===== src/rtl/rx_bank_swap_ctrl_if.sv =====
// Control bus between the bank-swap sequencer and the RX tiles / calibration engine.
// The master side is the sequencer; the slave side drives configuration and cal_done.
interface rx_bank_swap_ctrl_if #(
  parameter int unsigned STEP_W  = 8,
  parameter int unsigned DWELL_W = 16,
  parameter int unsigned CNT_W   = 16
);
  logic               enable;
  logic [STEP_W-1:0]  step_cycles;
  logic [DWELL_W-1:0] dwell_cycles;
  logic               cal_en;
  logic               cal_done;
  logic               a_pc;
  logic               b_pc;
  logic               a_en;
  logic               b_en;
  logic               sel_a;
  logic               cal_req;
  logic               cal_bank_a;
  logic               busy;
  logic [CNT_W-1:0]   swap_count;

  modport master (
    input  enable, step_cycles, dwell_cycles, cal_en, cal_done,
    output a_pc, b_pc, a_en, b_en, sel_a, cal_req, cal_bank_a, busy, swap_count
  );

  modport slave (
    output enable, step_cycles, dwell_cycles, cal_en, cal_done,
    input  a_pc, b_pc, a_en, b_en, sel_a, cal_req, cal_bank_a, busy, swap_count
  );
endinterface


===== src/rtl/rx_bank_swap_ctrl.sv =====
// Make-before-break A/B comparator bank sequencer with programmable step spacing,
// minimum dwell and an optional req/done calibration gate on the parked bank.
module rx_bank_swap_ctrl #(
  parameter int unsigned STEP_W  = 8,
  parameter int unsigned DWELL_W = 16,
  parameter int unsigned CNT_W   = 16
) (
  input logic                 clk,
  input logic                 reset,
  rx_bank_swap_ctrl_if.master bus
);

  typedef enum logic [2:0] {
    StIdle,
    StRel,
    StEn,
    StSel,
    StDis,
    StPc,
    StDwell
  } state_e;

  state_e             state_q;
  logic               tgt_q;        // 1: incoming bank is A
  logic               live_q;       // a bank has been selected since leaving IDLE
  logic [STEP_W-1:0]  step_cnt_q;
  logic [DWELL_W-1:0] dwell_cnt_q;
  logic               a_pc_q;
  logic               b_pc_q;
  logic               a_en_q;
  logic               b_en_q;
  logic               sel_a_q;
  logic               cal_req_q;
  logic               cal_bank_a_q;
  logic               busy_q;
  logic [CNT_W-1:0]   swap_count_q;

  logic [STEP_W-1:0]  step_load;
  logic [DWELL_W-1:0] dwell_load;

  // Counter reload values; zero settings behave as one cycle.
  always_comb begin
    step_load  = '0;
    dwell_load = '0;
    if (bus.step_cycles != '0) begin
      step_load = bus.step_cycles - STEP_W'(1);
    end
    if (bus.dwell_cycles != '0) begin
      dwell_load = bus.dwell_cycles - DWELL_W'(1);
    end
  end

  // Sequencer FSM with all outputs registered on the edge entering each state.
  always_ff @(posedge clk) begin
    if (reset) begin
      state_q      <= StIdle;
      tgt_q        <= 1'b1;
      live_q       <= 1'b0;
      step_cnt_q   <= '0;
      dwell_cnt_q  <= '0;
      a_pc_q       <= 1'b1;
      b_pc_q       <= 1'b1;
      a_en_q       <= 1'b0;
      b_en_q       <= 1'b0;
      sel_a_q      <= 1'b1;
      cal_req_q    <= 1'b0;
      cal_bank_a_q <= 1'b0;
      busy_q       <= 1'b0;
      swap_count_q <= '0;
    end else begin
      unique case (state_q)
        StIdle: begin
          // Stray cal_done is ignored here since cal_req is low.
          if (bus.enable) begin
            tgt_q      <= 1'b1;
            a_pc_q     <= 1'b0;
            busy_q     <= 1'b1;
            step_cnt_q <= step_load;
            state_q    <= StRel;
          end
        end

        StRel: begin
          if (step_cnt_q != '0) begin
            step_cnt_q <= step_cnt_q - STEP_W'(1);
          end else begin
            if (tgt_q) a_en_q <= 1'b1;
            else       b_en_q <= 1'b1;
            step_cnt_q <= step_load;
            state_q    <= StEn;
          end
        end

        StEn: begin
          if (step_cnt_q != '0) begin
            step_cnt_q <= step_cnt_q - STEP_W'(1);
          end else begin
            sel_a_q    <= tgt_q;
            live_q     <= 1'b1;
            step_cnt_q <= step_load;
            state_q    <= StSel;
          end
        end

        StSel: begin
          if (step_cnt_q != '0) begin
            step_cnt_q <= step_cnt_q - STEP_W'(1);
          end else begin
            if (tgt_q) b_en_q <= 1'b0;
            else       a_en_q <= 1'b0;
            step_cnt_q <= step_load;
            state_q    <= StDis;
          end
        end

        StDis: begin
          if (step_cnt_q != '0) begin
            step_cnt_q <= step_cnt_q - STEP_W'(1);
          end else begin
            if (tgt_q) b_pc_q <= 1'b1;
            else       a_pc_q <= 1'b1;
            step_cnt_q <= step_load;
            state_q    <= StPc;
          end
        end

        StPc: begin
          if (step_cnt_q != '0) begin
            step_cnt_q <= step_cnt_q - STEP_W'(1);
          end else begin
            busy_q       <= 1'b0;
            swap_count_q <= swap_count_q + CNT_W'(1);
            dwell_cnt_q  <= dwell_load;
            if (bus.cal_en) begin
              cal_req_q    <= 1'b1;
              cal_bank_a_q <= ~tgt_q;
            end
            state_q <= StDwell;
          end
        end

        StDwell: begin
          if (!bus.enable) begin
            // Abort: park both banks and drop any outstanding calibration request.
            a_pc_q       <= 1'b1;
            b_pc_q       <= 1'b1;
            a_en_q       <= 1'b0;
            b_en_q       <= 1'b0;
            sel_a_q      <= 1'b1;
            cal_req_q    <= 1'b0;
            cal_bank_a_q <= 1'b0;
            busy_q       <= 1'b0;
            live_q       <= 1'b0;
            state_q      <= StIdle;
          end else begin
            if (dwell_cnt_q != '0) begin
              dwell_cnt_q <= dwell_cnt_q - DWELL_W'(1);
            end
            if (cal_req_q && bus.cal_done) begin
              cal_req_q <= 1'b0;
            end
            // Leave only once the request has already been retired on an earlier edge.
            if (dwell_cnt_q == '0 && !cal_req_q) begin
              tgt_q <= ~tgt_q;
              if (tgt_q) b_pc_q <= 1'b0;
              else       a_pc_q <= 1'b0;
              busy_q     <= 1'b1;
              step_cnt_q <= step_load;
              state_q    <= StRel;
            end
          end
        end

        default: state_q <= StIdle;
      endcase
    end
  end

  // Once a bank has been selected, the selected bank must be released and enabled.
  always_ff @(posedge clk) begin
    if (!reset && live_q) begin
      assert (sel_a_q ? (!a_pc_q && a_en_q) : (!b_pc_q && b_en_q));
    end
  end

  assign bus.a_pc       = a_pc_q;
  assign bus.b_pc       = b_pc_q;
  assign bus.a_en       = a_en_q;
  assign bus.b_en       = b_en_q;
  assign bus.sel_a      = sel_a_q;
  assign bus.cal_req    = cal_req_q;
  assign bus.cal_bank_a = cal_bank_a_q;
  assign bus.busy       = busy_q;
  assign bus.swap_count = swap_count_q;

endmodule


===== src/flat_wrapper.sv =====
// flat-port wrapper written by rule: the top's interface ports become plain ports
module rx_bank_swap_ctrl_flat 
#(
  parameter int unsigned STEP_W  = 8,
  parameter int unsigned DWELL_W = 16,
  parameter int unsigned CNT_W   = 16
)
  (clk, reset, bus_enable, bus_step_cycles, bus_dwell_cycles, bus_cal_en, bus_cal_done, bus_a_pc, bus_b_pc, bus_a_en, bus_b_en, bus_sel_a, bus_cal_req, bus_cal_bank_a, bus_busy, bus_swap_count);
  rx_bank_swap_ctrl_if #(.STEP_W(STEP_W), .DWELL_W(DWELL_W), .CNT_W(CNT_W)) bus_i ();
  input logic clk;
  input logic reset;
  input wire logic [$bits(bus_i.enable)-1:0] bus_enable;
  input wire logic [$bits(bus_i.step_cycles)-1:0] bus_step_cycles;
  input wire logic [$bits(bus_i.dwell_cycles)-1:0] bus_dwell_cycles;
  input wire logic [$bits(bus_i.cal_en)-1:0] bus_cal_en;
  input wire logic [$bits(bus_i.cal_done)-1:0] bus_cal_done;
  output wire logic [$bits(bus_i.a_pc)-1:0] bus_a_pc;
  output wire logic [$bits(bus_i.b_pc)-1:0] bus_b_pc;
  output wire logic [$bits(bus_i.a_en)-1:0] bus_a_en;
  output wire logic [$bits(bus_i.b_en)-1:0] bus_b_en;
  output wire logic [$bits(bus_i.sel_a)-1:0] bus_sel_a;
  output wire logic [$bits(bus_i.cal_req)-1:0] bus_cal_req;
  output wire logic [$bits(bus_i.cal_bank_a)-1:0] bus_cal_bank_a;
  output wire logic [$bits(bus_i.busy)-1:0] bus_busy;
  output wire logic [$bits(bus_i.swap_count)-1:0] bus_swap_count;
  assign bus_i.enable = bus_enable;
  assign bus_i.step_cycles = bus_step_cycles;
  assign bus_i.dwell_cycles = bus_dwell_cycles;
  assign bus_i.cal_en = bus_cal_en;
  assign bus_i.cal_done = bus_cal_done;
  assign bus_a_pc = bus_i.a_pc;
  assign bus_b_pc = bus_i.b_pc;
  assign bus_a_en = bus_i.a_en;
  assign bus_b_en = bus_i.b_en;
  assign bus_sel_a = bus_i.sel_a;
  assign bus_cal_req = bus_i.cal_req;
  assign bus_cal_bank_a = bus_i.cal_bank_a;
  assign bus_busy = bus_i.busy;
  assign bus_swap_count = bus_i.swap_count;
  rx_bank_swap_ctrl #(.STEP_W(STEP_W), .DWELL_W(DWELL_W), .CNT_W(CNT_W)) u_core (.clk(clk), .reset(reset), .bus(bus_i));
endmodule

===== config.mk =====
export PLATFORM = sky130hd
export DESIGN_NAME = rx_bank_swap_ctrl_flat
export DESIGN_NICKNAME = d
export VERILOG_FILES = /design/src/rtl/rx_bank_swap_ctrl_if.sv /design/src/rtl/rx_bank_swap_ctrl.sv /design/src/flat_wrapper.sv
export SDC_FILE = /design/constraint.sdc
export NUM_CORES = 1
export LEC_CHECK = 0
export ABC_CLOCK_PERIOD_IN_PS = 2200
export CAP_MARGIN = 20
export CELL_PAD_IN_SITES_DETAIL_PLACEMENT = 1
export CELL_PAD_IN_SITES_GLOBAL_PLACEMENT = 1
export CORE_MARGIN = 4
export CORE_UTILIZATION = 40
export CTS_CLUSTER_DIAMETER = 100
export DETAILED_ROUTE_END_ITERATION = 10
export PLACE_DENSITY = 0.84
export SLEW_MARGIN = 20
export SYNTH_ARGS = -nofsm -noshare
export SYNTH_HDL_FRONTEND = slang
export SYNTH_SLANG_ARGS = --single-unit

===== constraint.sdc =====
create_clock -name clk -period 2.2 [get_ports clk]
set_input_delay 0.44 -clock clk [delete_from_list [all_inputs] [get_ports clk]]
set_output_delay 0.44 -clock clk [all_outputs]
set_load 0.005 [all_outputs]

======== Word-level counts from Yosys, hierarchy flattened ========
Index checks and enable logic that the tools add are counted.
word-level totals
  bits in registers ....................... 52
  logic and storage cells ................. 137
  input bits .............................. 29
  output and inout bits ................... 24
operators by class
  multiplexer cells ....................... 58
  bitwise gates (word level) .............. 2
  add/subtract/negate cells ............... 5
  equal/unequal tests ..................... 28
  reduce and logical (&&, ||, !) cells .... 31
operator list
  cell                   count
  $mux 16                4
  $mux 8                 6
  $pmux 16 s2            1
  $pmux 8 s4             1
  $reduce_bool 16->1     2
  $sub 16x1->16 const B  2
  $mux 1                 28
  $mux 3                 8
  $ne 2x2->1 const B     12
  $pmux 3 s7             1
  $reduce_and 4->1       5
  $reduce_and 6->1       3
  $add 16x1->16 const B  1
  $logic_not 16->1       1
  $reduce_bool 8->1      2
  $sub 8x1->8 const B    2
  $ne 2x1->1 const B     6
  $pmux 1 s3             4
  $pmux 1 s2             5
  $reduce_and 5->1       2
  $eq 3x3->1 const B     3
  $ne 3x2->1 const B     3
  $reduce_bool 3->1      3
  $reduce_bool 2->1      4
  12 further kinds       15

======== Depth between registers and ports, before layout ========
Gate-level depths: netlist of run 1.
  word-level depth ........................ 5
  depth in mapped cells ................... 11
  depth with buffers taken out ............ 8

======== Worst setup path before layout of run 1 ========
Ideal clock, no wire load.
  kind .................................... flip-flop to flip-flop
  start point ............................. register u_core.dwell_cnt_q[11]
  end point ............................... register u_core.tgt_q
  required time ........................... 2.060 ns
  buffers on the path ..................... 0
  path slack .............................. 0.202 ns
  data arrival time ....................... 1.858 ns
  stages on the path, launching flop included .. 7
  period minus slack after synthesis ...... 1.998 ns
  setup time .............................. 0.140 ns
  cells stage by stage .................... dfxtp_1 or4_4 nand4b_4 or2_4 or3_1 o21ai_1 a32oi_1
between the ends
  longest elaborated chain between the ends .. 4
ends and longest elaborated chain
  what                        line                      RTL
  start, declared             rx_bank_swap_ctrl.sv:27   logic [DWELL_W-1:0] dwell_cnt_q;
  start signal, assigned      rx_bank_swap_ctrl.sv:133  dwell_cnt_q <= dwell_load;
  start signal, assigned      rx_bank_swap_ctrl.sv:157  dwell_cnt_q <= dwell_cnt_q - DWELL_W'(1);
  $logic_not 16->1            rx_bank_swap_ctrl.sv:163  if (dwell_cnt_q == '0 && !cal_req_q) begin
  $logic_and 1x1->1           rx_bank_swap_ctrl.sv:163
  $ne 2x1->1 (no line)        --
  $reduce_and 4->1 (no line)  --
  end signal, assigned        rx_bank_swap_ctrl.sv:164  tgt_q <= ~tgt_q;
  end, declared               rx_bank_swap_ctrl.sv:24   logic tgt_q;
No other way between the ends.
A chain may end at the register's enable or synchronous reset.

======== Final worst setup path of run 1 ========
  start point ............................. register u_core.step_cnt_q[1]
  end point ............................... register u_core.swap_count_q[10], in the netlist u_core.bus.swap_count[10]
between the ends
  longest elaborated chain between the ends .. 3
ends and longest elaborated chain
  what                        line                      RTL
  start, declared             rx_bank_swap_ctrl.sv:26   logic [STEP_W-1:0] step_cnt_q;
  start signal, assigned      rx_bank_swap_ctrl.sv:78   step_cnt_q <= step_load;
  start signal, assigned      rx_bank_swap_ctrl.sv:85   step_cnt_q <= step_cnt_q - STEP_W'(1);
  start signal, assigned      rx_bank_swap_ctrl.sv:89   step_cnt_q <= step_load;
  $reduce_bool 8->1           rx_bank_swap_ctrl.sv:128  if (step_cnt_q != '0) begin
  $not 1->1 (no line)         --
  $reduce_and 2->1 (no line)  --
  end signal, assigned        rx_bank_swap_ctrl.sv:132  swap_count_q <= swap_count_q + CNT_W'(1);
  end, declared               rx_bank_swap_ctrl.sv:36   logic [CNT_W-1:0] swap_count_q;
No other way between the ends.

==> metrics.md, run 1 <==
| Metric | Value |
|---|---|
| Status | completed |
| Area delta synth->final | 33.57% |
| Worst hold path depth | 1 |
| Synth warnings | 0 |
| Pleak | ~1.7 nW |
| Antenna diodes | 0 |
| Core Footprint | ~8300 sq um |
| Slew of the pin with the lowest slew margin | roughly 0.5 ns |
| WHS | around 0.48 ns |
| Die Area | 10,070 sq um |
| CP Capture Type | flip-flop |
| Pins Over Slew Limit | 0 |
| Post-Synth Simple-Gate Area | 0.2795 |
| Worst path required time | roughly 2.4 ns |
| Drt via density | around 5.8 |
| Final Hold Fails | 0 |
| Setup_tns | 0 ns |
| Final Critical Period | 2.124 ns |
| Mux share of post-synthesis cell area | 0.008804 |
| Starting DRT DRC Count | about 230 |
| MaxCap Viol Count | 0 |
| Final wirelength | approximately 11,000 microns |
| Compound-Gate Fraction of Synth Area | 0.2307 |
| #FFs+latches synth | between 50 and 60 |
| Finished Layout Cells | 640 |
| Dpl ws | -0.2699 ns |
| RR Startpoint | u_core.step_cnt_q[1]$_SDFFE_PP0P_ |
| DR WL/cell | 17.62 microns |
| FF-to-FF path depth | 7 |
| Reg2reg end | u_core.bus.swap_count[10]$_SDFFE_PP0P_ |
| Rel. slew slack | 0.6669 |
| Netlist cell types | between 50 and 60 |
| Startpoint class of the critical path | flip-flop |
| Slowest-stage cell, CP | or3_1 |
| Storage cell area | between 1000 and 1500 sq um |
| Ranking of synthesized cells by area | dfxtp_1, nor2_1, o21ai_0, xnor2_1, xor2_1 |
| Ports | 53 |
| Root Driver | clkbuf_8 |
| Multi-input gate area in the final layout | around 2300 sq um |
| Worst min path class | reg2reg |
| Clock Latency Late Sink | between 0.3 and 0.4 ns |
| Clock Sinks | between 50 and 60 |
| Mapped Cells | about 450 |
| First-pass GRT wire length | about 19,000 microns |
| Xor/xnor share of the synthesized area | 0.09244 |
| Synth top area share | 0.3052 |
| Final setup viols | 0 |
| DR vias | 3,687 |
| Site row count | 33 |
| Syn avg cell area | around 7.7 sq um |
| Clock skew | roughly 0.0070 ns |
| Worst Hold Launch | u_core.bus.busy$_SDFFE_PP0P_ |
| DP Cell Count | between 600 and 700 |
| Reg2reg setup slack | ~0.076 ns |
| Synth Net Count | between 400 and 500 |
| GR Util All Layers | 0.2235 |
| Crit path max-delay family | simple AND/OR/NAND/NOR gates |
| Slowest Stage Delay on Critical Path | around 0.42 ns |
| Most used DFF post-synth | dfxtp_1 |
| Reg clk slew, reported paths | 0.11 ns |
| Sequential share of the synthesized area | 0.3052 |
| Initial core utilization | 0.4130 |
| Synth area leader | dfxtp_1 |
| Async SR Flop Fraction | 0 |
| Clock Path Buffers | 2 |
| Synth Area in Adders | 0.03302 |
| Crit path DAT | 2.37 ns |
| Most frequent cell after synthesis | nor2_1 |
| Pwr Density | about 550 nW/um^2 |
| Post-CTS Hold Buffers | 0 |
| WP buf/inv | 1 |
| Layout fillers | approximately 1,000 |
| Largest family of logic cells by synthesized area | simple AND/OR/NAND/NOR gates |
| Commonest cells in the netlist | nor2_1, dfxtp_1, nand2_1, o21ai_0, a21oi_1 |
| H-tree depth reported by CTS | 2 |
| Number of port buffers | 52 |
| Fmax | 470.8 MHz |
| Hold path endpoint | u_core.bus.busy$_SDFFE_PP0P_ |
| Highest fanout seen on the critical path | 6 |
| Final #Nets | 572 |
| Vias in the first global route | roughly 3,900 |
| WS Path Type | reg2reg |
| Worst path cell trace | inv_1, ha_1, nor3b_2, and3_2, nand4_1, or3_1, a21oi_1 |
| Mapped cell area | about 3400 sq um |
| VDD IR-drop max | roughly 0.34 mV |
| Detailed-placement wirelength estimate | slightly above 8000 microns |
| TritonCTS clock tree | done |
| EDFF count, synth | 0 |
| Die Y | around 100 microns |
| Initial antenna violation count | 0 |
| Period utilization | 0.9656 |
| # DRC | 0 |
| Number of buffers created by CTS | 5 |
| PnR worst setup slack | 0.07576 ns |
| Grt ovf | 0 |
| GP Congestion | around 0.9 |
| Post-route ant nets | 0 |
| Largest net degree at the start of global routing | 32 |
| Initial DRT Pass Iterations | 4 |
| Share of layout cells above drive strength 1 | 0.1570 |
| Die W | around 100 microns |
metal layers:
metal / vias up / GRT usage / part of all wire
met5: - / 0 / 0
met2: 74 / 0.4057 / 0.52
met1: 1799 / 0.2707 / 0.43
met4: 0 / 0.06632 / 0.022
met3: 24 / 0.03405 / 0.036
li1: 1790 / - / -
worst max-delay path by stage:
stage | from | cells after the start | to
after floorplan | u_core.dwell_cnt_q[11]$_SDFFE_PP0P_ | 6 | u_core.tgt_q$_SDFFE_PP1P_
after global placement | bus_dwell_cycles[4] | 9 | u_core.dwell_cnt_q[6]$_SDFFE_PP0P_
after detailed placement | bus_dwell_cycles[11] | 8 | u_core.dwell_cnt_q[6]$_SDFFE_PP0P_
after CTS | u_core.dwell_cnt_q[12]$_SDFFE_PP0P_ | 6 | u_core.step_cnt_q[4]$_SDFFE_PP0P_
after global routing | u_core.step_cnt_q[1]$_SDFFE_PP0P_ | 8 | u_core.step_cnt_q[1]$_SDFFE_PP0P_
final | u_core.step_cnt_q[1]$_SDFFE_PP0P_ | 7 | u_core.bus.swap_count[10]$_SDFFE_PP0P_
repair_timing:
item,4_1_cts,5_1_grt
pin swaps,0,2
buffers inserted,0,1
endpoints found under the setup margin,3,28
resized for setup,3,8
registers in the layout, summed over array words and instances (netlist names):
signal / flops
u_core.bus.swap_count: 16
u_core.dwell_cnt_q: 16
u_core.step_cnt_q: 8
u_core.state_q: 3
u_core.bus.a_en: 1
u_core.bus.a_pc: 1
u_core.bus.b_en: 1
u_core.bus.b_pc: 1
u_core.bus.busy: 1
u_core.bus.cal_bank_a: 1
u_core.bus.cal_req: 1
u_core.bus.sel_a: 1
u_core.tgt_q: 1
placed cells by master, fill, tap and decap left out, drive strengths merged, types with 6 or more instances in the layout:
| cell | n |
|---|---|
| a21oi | 30 |
| buf | 56 |
| clkdlybuf4s50 | 52 |
| dfxtp | 52 |
| ha | 9 |
| inv | 15 |
| nand2 | 39 |
| nand3 | 11 |
| nand4 | 7 |
| nor2 | 59 |
| nor3 | 18 |
| nor3b | 6 |
| nor4 | 8 |
| o21ai | 37 |
| o22ai | 13 |
| or3 | 6 |
| xnor2 | 18 |
| xor2 | 18 |
logic make-up (layout without fill, tap and decap cells):
kind of cell,count (synthesis),count (layout)
and+or+nand+nor,185,185
AOI/OAI and AO/OA,120,120
DFF,52,52
buffers and inverters,40,130
xor gates and xnor gates,36,36
adders and majority gates,9,9
muxes,3,3
power by group:
group	switching (mW)	leakage, nW	internal (mW)	total, mW
logic	0.332	1.17	0.315	0.647
clock network	0.360	0.0687	0.459	0.819
registers	0.0412	0.423	0.984	1.02
total	0.734	1.66	1.76	2.49
worst register-to-register path, delay by kind of cell (launching register included):
| kind | cells | cell delay, ns |
|---|---|---|
| buf+inv | 1 | 0.10 |
| compound gates | 1 | 0.16 |
| simple gates | 4 | 1.29 |
| flops | 1 | 0.35 |
| fa+ha+maj | 1 | 0.16 |
stage by stage:
| step | utilization | total power [mW] | instance area [sq um] |
|---|---|---|---|
| 3_5_place_dp | 0.5276 | 1.661 | 4357 |
| 3_3_place_gp | 0.5276 | 1.630 | 4357 |
| 4_1_cts | 0.5458 | 2.494 | 4507 |
| 5_1_grt | 0.5517 | 2.611 | 4556 |
| 2_1_floorplan | - | 1.387 | 3411 |
| 6_report | 0.5517 | 2.491 | 4556 |
cell type report:
cell class / count / area share
Clock buffer: 5 / 0.01511
Sequential cell: 52 / 0.2288
Multi-Input combinational cell: 353 / 0.4941
Clock inverter: 3 / 0.01511
Tap cell: 105 / 0.02884
Timing Repair Buffer: 108 / 0.2065
Inverter: 14 / 0.01154
(Power assumes the default switching activity.)
==> inputs of run 2 (changes only) <==
CORE_UTILIZATION = 41   (was 40)
CTS_BUF_LIST = sky130_fd_sc_hd__clkbuf_2   (was unset)
GPL_TIMING_DRIVEN = 1   (was unset)
PLACE_DENSITY = 0.86   (was 0.84)
==> metrics.md, run 2 (synthesis gave the netlist of run 1 again) <==
| Metric | Value |
|---|---|
| Final Hold Fails | 0 |
| Clock Latency Late Sink | ~0.49 ns |
| Reg2reg setup slack | 0.08 ns |
| Die Area | 9843 sq um |
| GR Util All Layers | 0.2265 |
| Comb pwr share | 0.302 |
| Highest Signal Layer | met4 |
| Number of port buffers | 52 |
| Detailed-placement wirelength estimate | 8516 microns |
| Post-CTS Hold Buffers | 0 |
| Final core utilization | 0.5558 |
| PnR worst setup slack | 0.08187 ns |
| Core Footprint | just over 8000 sq um |
| # DRC | 0 |
| Pwr Density | between 400 and 500 nW/um^2 |
| GP Congestion | 0.9038 |
| Die W | approximately 100 microns |
| DR WL/cell | approximately 17 microns |
| Commonest cells after routing, fill and taps aside | buf_4, nor2_1, clkdlybuf4s50_1 |
| Slew of the pin with the lowest slew margin | approximately 0.50 ns |
| Period utilization | 0.9628 |
| Grt ovf | 0 |
| Final Total Pwr | about 2.1 mW |
| Clock skew | 0.03187 ns |
| Root Driver | clkbuf_2 |
| MaxCap Viol Count | 0 |
| Crit path DAT | roughly 2.5 ns |
| DR WL met2 | between 5000 and 6000 microns |
| NetSw | ~0.72 mW |
| Highest fanout seen on the critical path | 5 |
| Storage cell area | between 1000 and 1500 sq um |
| Most common cell after layout, fill and taps aside | buf_4 |
| VDD IR-drop max | around 0.21 mV |
| Antenna diodes | 0 |
| Final setup viols | 0 |
| Area delta synth->final | 32.54% |
| Flop pwr share | 0.484 |
| Pleak | ~1.7 nW |
| TritonCTS clock tree | done |
| Layout fillers | around 1,000 |
| Fmax | about 470 MHz |
| Clock share of power | 0.214 |
| WL met1 | between 4000 and 5000 microns |
| Reg clk slew, reported paths | between 0.2 and 0.3 ns |
| Post-route ant nets | 0 |
| WS Path Type | reg2reg |
| Setup_tns | 0 ns |
| Pins Over Slew Limit | 0 |
| Final Critical Period | between 2 and 2.5 ns |
| Int Power | around 1.4 mW |
| Number of buffers created by CTS | 5 |
| Multi-input gate area in the final layout | ~2200 sq um |
| Initial core utilization | 0.4193 |
| Initial DRT Pass Iterations | 4 |
| Largest net degree at the start of global routing | 29 |
| Status | completed |
| Die Y | 99.21 microns |
| Final wirelength | 11,180 microns |
| CP Capture Type | flip-flop |
| Final #Nets | roughly 580 |
| Rel. slew slack | 0.6674 |
| Clock Sinks | 52 |
| RSZ-0062 raised after global routing | yes |
| Initial antenna violation count | 0 |
| Drt via density | a little under 6 |
| WHS | 0.5084 ns |
| Vias in the first global route | between 3,000 and 4,000 |
| First-pass GRT wire length | roughly 19,000 microns |
| Ports | between 50 and 60 |
| Share of layout cells above drive strength 1 | 0.1771 |
| Worst min path class | reg2reg |
| Clock Path Buffers | 2 |
| Startpoint class of the critical path | flip-flop |
| Sw Ratio | 0.3421 |
| Site row count | 33 |
| Worst path required time | 2.58 ns |
| H-tree depth reported by CTS | 2 |
| Dpl ws | -0.3600 ns |
| DR vias | between 3,000 and 4,000 |
| Starting DRT DRC Count | between 150 and 200 |
| Met3 wire len | 381 microns |
-- run 2: repair_timing --
action,CTS,global route
pin swaps,0,4
setup buffers,0,2
endpoints found under the setup margin,20,37
resized for setup,2,14
-- run 2: through the flow --
stage,cells,cell area (sq um)
5_1_grt,647,4521
6_report,647,4521
2_1_floorplan,445,3411
3_5_place_dp,637,4402
4_1_cts,645,4462
3_3_place_gp,637,4402
-- run 2: cell type report --
cell class / count / area share
sequential: 52 / 0.2314
timing repair buffer: 115 / 0.2198
tap: 105 / 0.02906
clock buffer: 5 / 0.005536
inverter: 14 / 0.01218
multi-input combinational: 353 / 0.4960
clock inverter: 3 / 0.006089
-- run 2: per-layer routing --
metal,vias up,track usage
met3,12,0.02595
met2,71,0.4225
met5,-,0
li1,1803,-
met4,0,0.05462
met1,1843,0.2759
-- run 2: path summary, 6_finish.rpt --
path,startpoint,to,depth (start not counted)
max reg2reg,u_core.dwell_cnt_q[12]$_SDFFE_PP0P_,u_core.tgt_q$_SDFFE_PP1P_,6
min,u_core.bus.busy$_SDFFE_PP0P_,u_core.bus.busy$_SDFFE_PP0P_,1
max,u_core.dwell_cnt_q[12]$_SDFFE_PP0P_,u_core.tgt_q$_SDFFE_PP1P_,6
min reg2reg,u_core.bus.busy$_SDFFE_PP0P_,u_core.bus.busy$_SDFFE_PP0P_,1
-- run 2: power groups by stage --
stage | combinational [mW] | sequential, mW | clock, mW
3_5_place_dp | 0.621 | 1.04 | 0
4_1_cts | 0.625 | 1.02 | 0.462
2_1_floorplan | 0.349 | 1.04 | 0
6_report | 0.636 | 1.02 | 0.451
5_1_grt | 0.694 | 1.03 | 0.496
3_3_place_gp | 0.594 | 1.03 | 0
-- run 2: worst max-delay path, stage by stage (launching register included) --
cell	delay, ns
dfxtp_1	0.42
or4_4	0.57
nand4b_4	0.23
or2_4	0.32
or3_1	0.32
o21ai_1	0.08
a32oi_1	0.10
==> inputs of run 3 (changes only) <==
PLACE_DENSITY = unset   (was 0.86)
PLACE_DENSITY_LB_ADDON = 0.1   (was unset)
SKIP_LAST_GASP = 1   (was unset)
==> metrics.md, run 3 (synthesis gave the netlist of run 1 again) <==
| Metric | Value |
|---|---|
| # DRC | 0 |
| WS Path Type | reg2reg |
| Slew of the pin with the lowest slew margin | roughly 0.49 ns |
| Period utilization | 0.9653 |
| DR WL met2 | approximately 5400 microns |
| Final wirelength | approximately 11,000 microns |
| GR Util All Layers | 0.2200 |
| DR vias | around 3,600 |
| Pleak | 1.647 nW |
| VDD IR-drop max | 0.3107 mV |
| Startpoint class of the critical path | flip-flop |
| Final #Nets | approximately 570 |
| DP Area | around 4400 sq um |
| Pins Over Slew Limit | 0 |
| Worst min path class | reg2reg |
| DR WL/cell | about 17 microns |
| Most common cell after layout, fill and taps aside | nor2_1 |
| Number of buffers created by CTS | 5 |
| Commonest cells after routing, fill and taps aside | nor2_1, buf_4, clkdlybuf4s50_1 |
| Final setup viols | 0 |
| Die W | 99.21 microns |
| Final Critical Period | 2.124 ns |
| Setup_tns | 0 ns |
| Clock Sinks | 52 |
| Drt via density | 5.613 |
| Worst path required time | about 2.6 ns |
| Highest Signal Layer | met4 |
| Final Cell Area | about 4500 sq um |
| Worst Hold Launch | u_core.bus.a_pc$_SDFFE_PP1P_ |
| First-pass GRT wire length | around 18,000 microns |
| Fmax | ~470 MHz |
| Vias in the first global route | 3,739 |
| Die Area | between 9000 and 10,000 sq um |
| RSZ-0062 raised after global routing | no |
| Core Footprint | 8134 sq um |
| Share of layout cells above drive strength 1 | 0.1623 |
| RR Startpoint | u_core.dwell_cnt_q[12]$_SDFFE_PP0P_ |
| Post-route ant nets | 0 |
| Initial core utilization | 0.4193 |
| Detailed-placement wirelength estimate | about 8000 microns |
| Antenna diodes | 0 |
| Finished Layout Cells | 641 |
| Post-CTS Repair Setup Buffers | 0 |
| GP Congestion | a little under 0.9 |
| DP Cell Count | 633 |
| Crit path DAT | between 2 and 3 ns |
| Final Total Pwr | between 2 and 2.5 mW |
| Starting DRT DRC Count | about 140 |
| Dpl ws | -0.2082 ns |
| Met3 wire len | around 360 microns |
| Clock Latency Late Sink | roughly 0.47 ns |
| Reg clk slew, reported paths | roughly 0.3 ns |
| Clock Path Buffers | 2 |
| Ports | 53 |
| PnR worst setup slack | ~0.076 ns |
| H-tree depth reported by CTS | 2 |
| Final Hold Fails | 0 |
| Clock skew | around 0.038 ns |
| Largest net degree at the start of global routing | 31 |
| MaxCap Viol Count | 0 |
| Status | completed |
| Die Y | between 90 and 100 microns |
| Rel. slew slack | 0.6713 |
| WL met1 | 4730 microns |
| CP startpoint | u_core.dwell_cnt_q[12]$_SDFFE_PP0P_ |
| Number of port buffers | between 50 and 60 |
| Site row count | 33 |
| Initial antenna violation count | 0 |
| Area delta synth->final | 32.06% |
| Highest fanout seen on the critical path | 5 |
| Initial DRT Pass Iterations | 4 |
| Root Driver | clkbuf_2 |
| CP Capture Type | flip-flop |
| TritonCTS clock tree | done |
| Pwr Density | 511.0 nW/um^2 |
| Grt ovf | 0 |
## run 3: changes by cell type in the layout (fill, tap and decap cells not counted), sizes merged
cell      before  now
clkinv         1    0
bufinv         0    2
clkinvlp       1    0
buf           63   57
## run 3: timing repair
item / CTS / global route
gates resized for setup: 1 / 8
pin swaps: 0 / 1
setup endpoints to repair: 2 / 25
hold buffers: 0 / 0
## run 3: layout make-up
cell class / instances / area, sq um
multi-input combinational: 353 / 2222
inverter: 14 / 52.55
sequential: 52 / 1044
clock inverter: 3 / 68.82
clock buffer: 5 / 25.02
timing repair buffer: 109 / 960.9
fill: 1021 / 3630
tap: 105 / 131.4
## run 3: final timing paths
check / to / slack, ns / cells after the start
max: u_core.tgt_q$_SDFFE_PP1P_ / 0.08 / 6
min: u_core.bus.a_pc$_SDFFE_PP1P_ / 0.49 / 2
max reg2reg: u_core.tgt_q$_SDFFE_PP1P_ / 0.08 / 6
min reg2reg: u_core.bus.a_pc$_SDFFE_PP1P_ / 0.49 / 2
## run 3: stage by stage
step,util,hold WS [ns]
after global routing,0.5538,0.5300
after global placement,0.5390,0.4508
after CTS,0.5513,0.4970
final,0.5538,0.4895
after detailed placement,0.5390,0.4686
after floorplan,-,0.4560
## run 3: critical path, cell delays in order (launching register included)
cell	delay, ns
dfxtp_2	0.42
or4_4	0.55
nand4b_4	0.22
or2_4	0.30
or3_1	0.35
o21ai_1	0.08
a32oi_1	0.11
## run 3: routing by layer
metal | track usage | vias up
li1 | - | 1785
met1 | 0.2757 | 1727
met2 | 0.3920 | 68
met3 | 0.03366 | 18
met4 | 0.05882 | 0
met5 | 0 | -
## run 3: power breakdown
group          internal [mW]  total, mW  switching, mW
clock                  0.310      0.659          0.350
sequential             0.989       1.03         0.0434
combinational          0.304      0.610          0.306
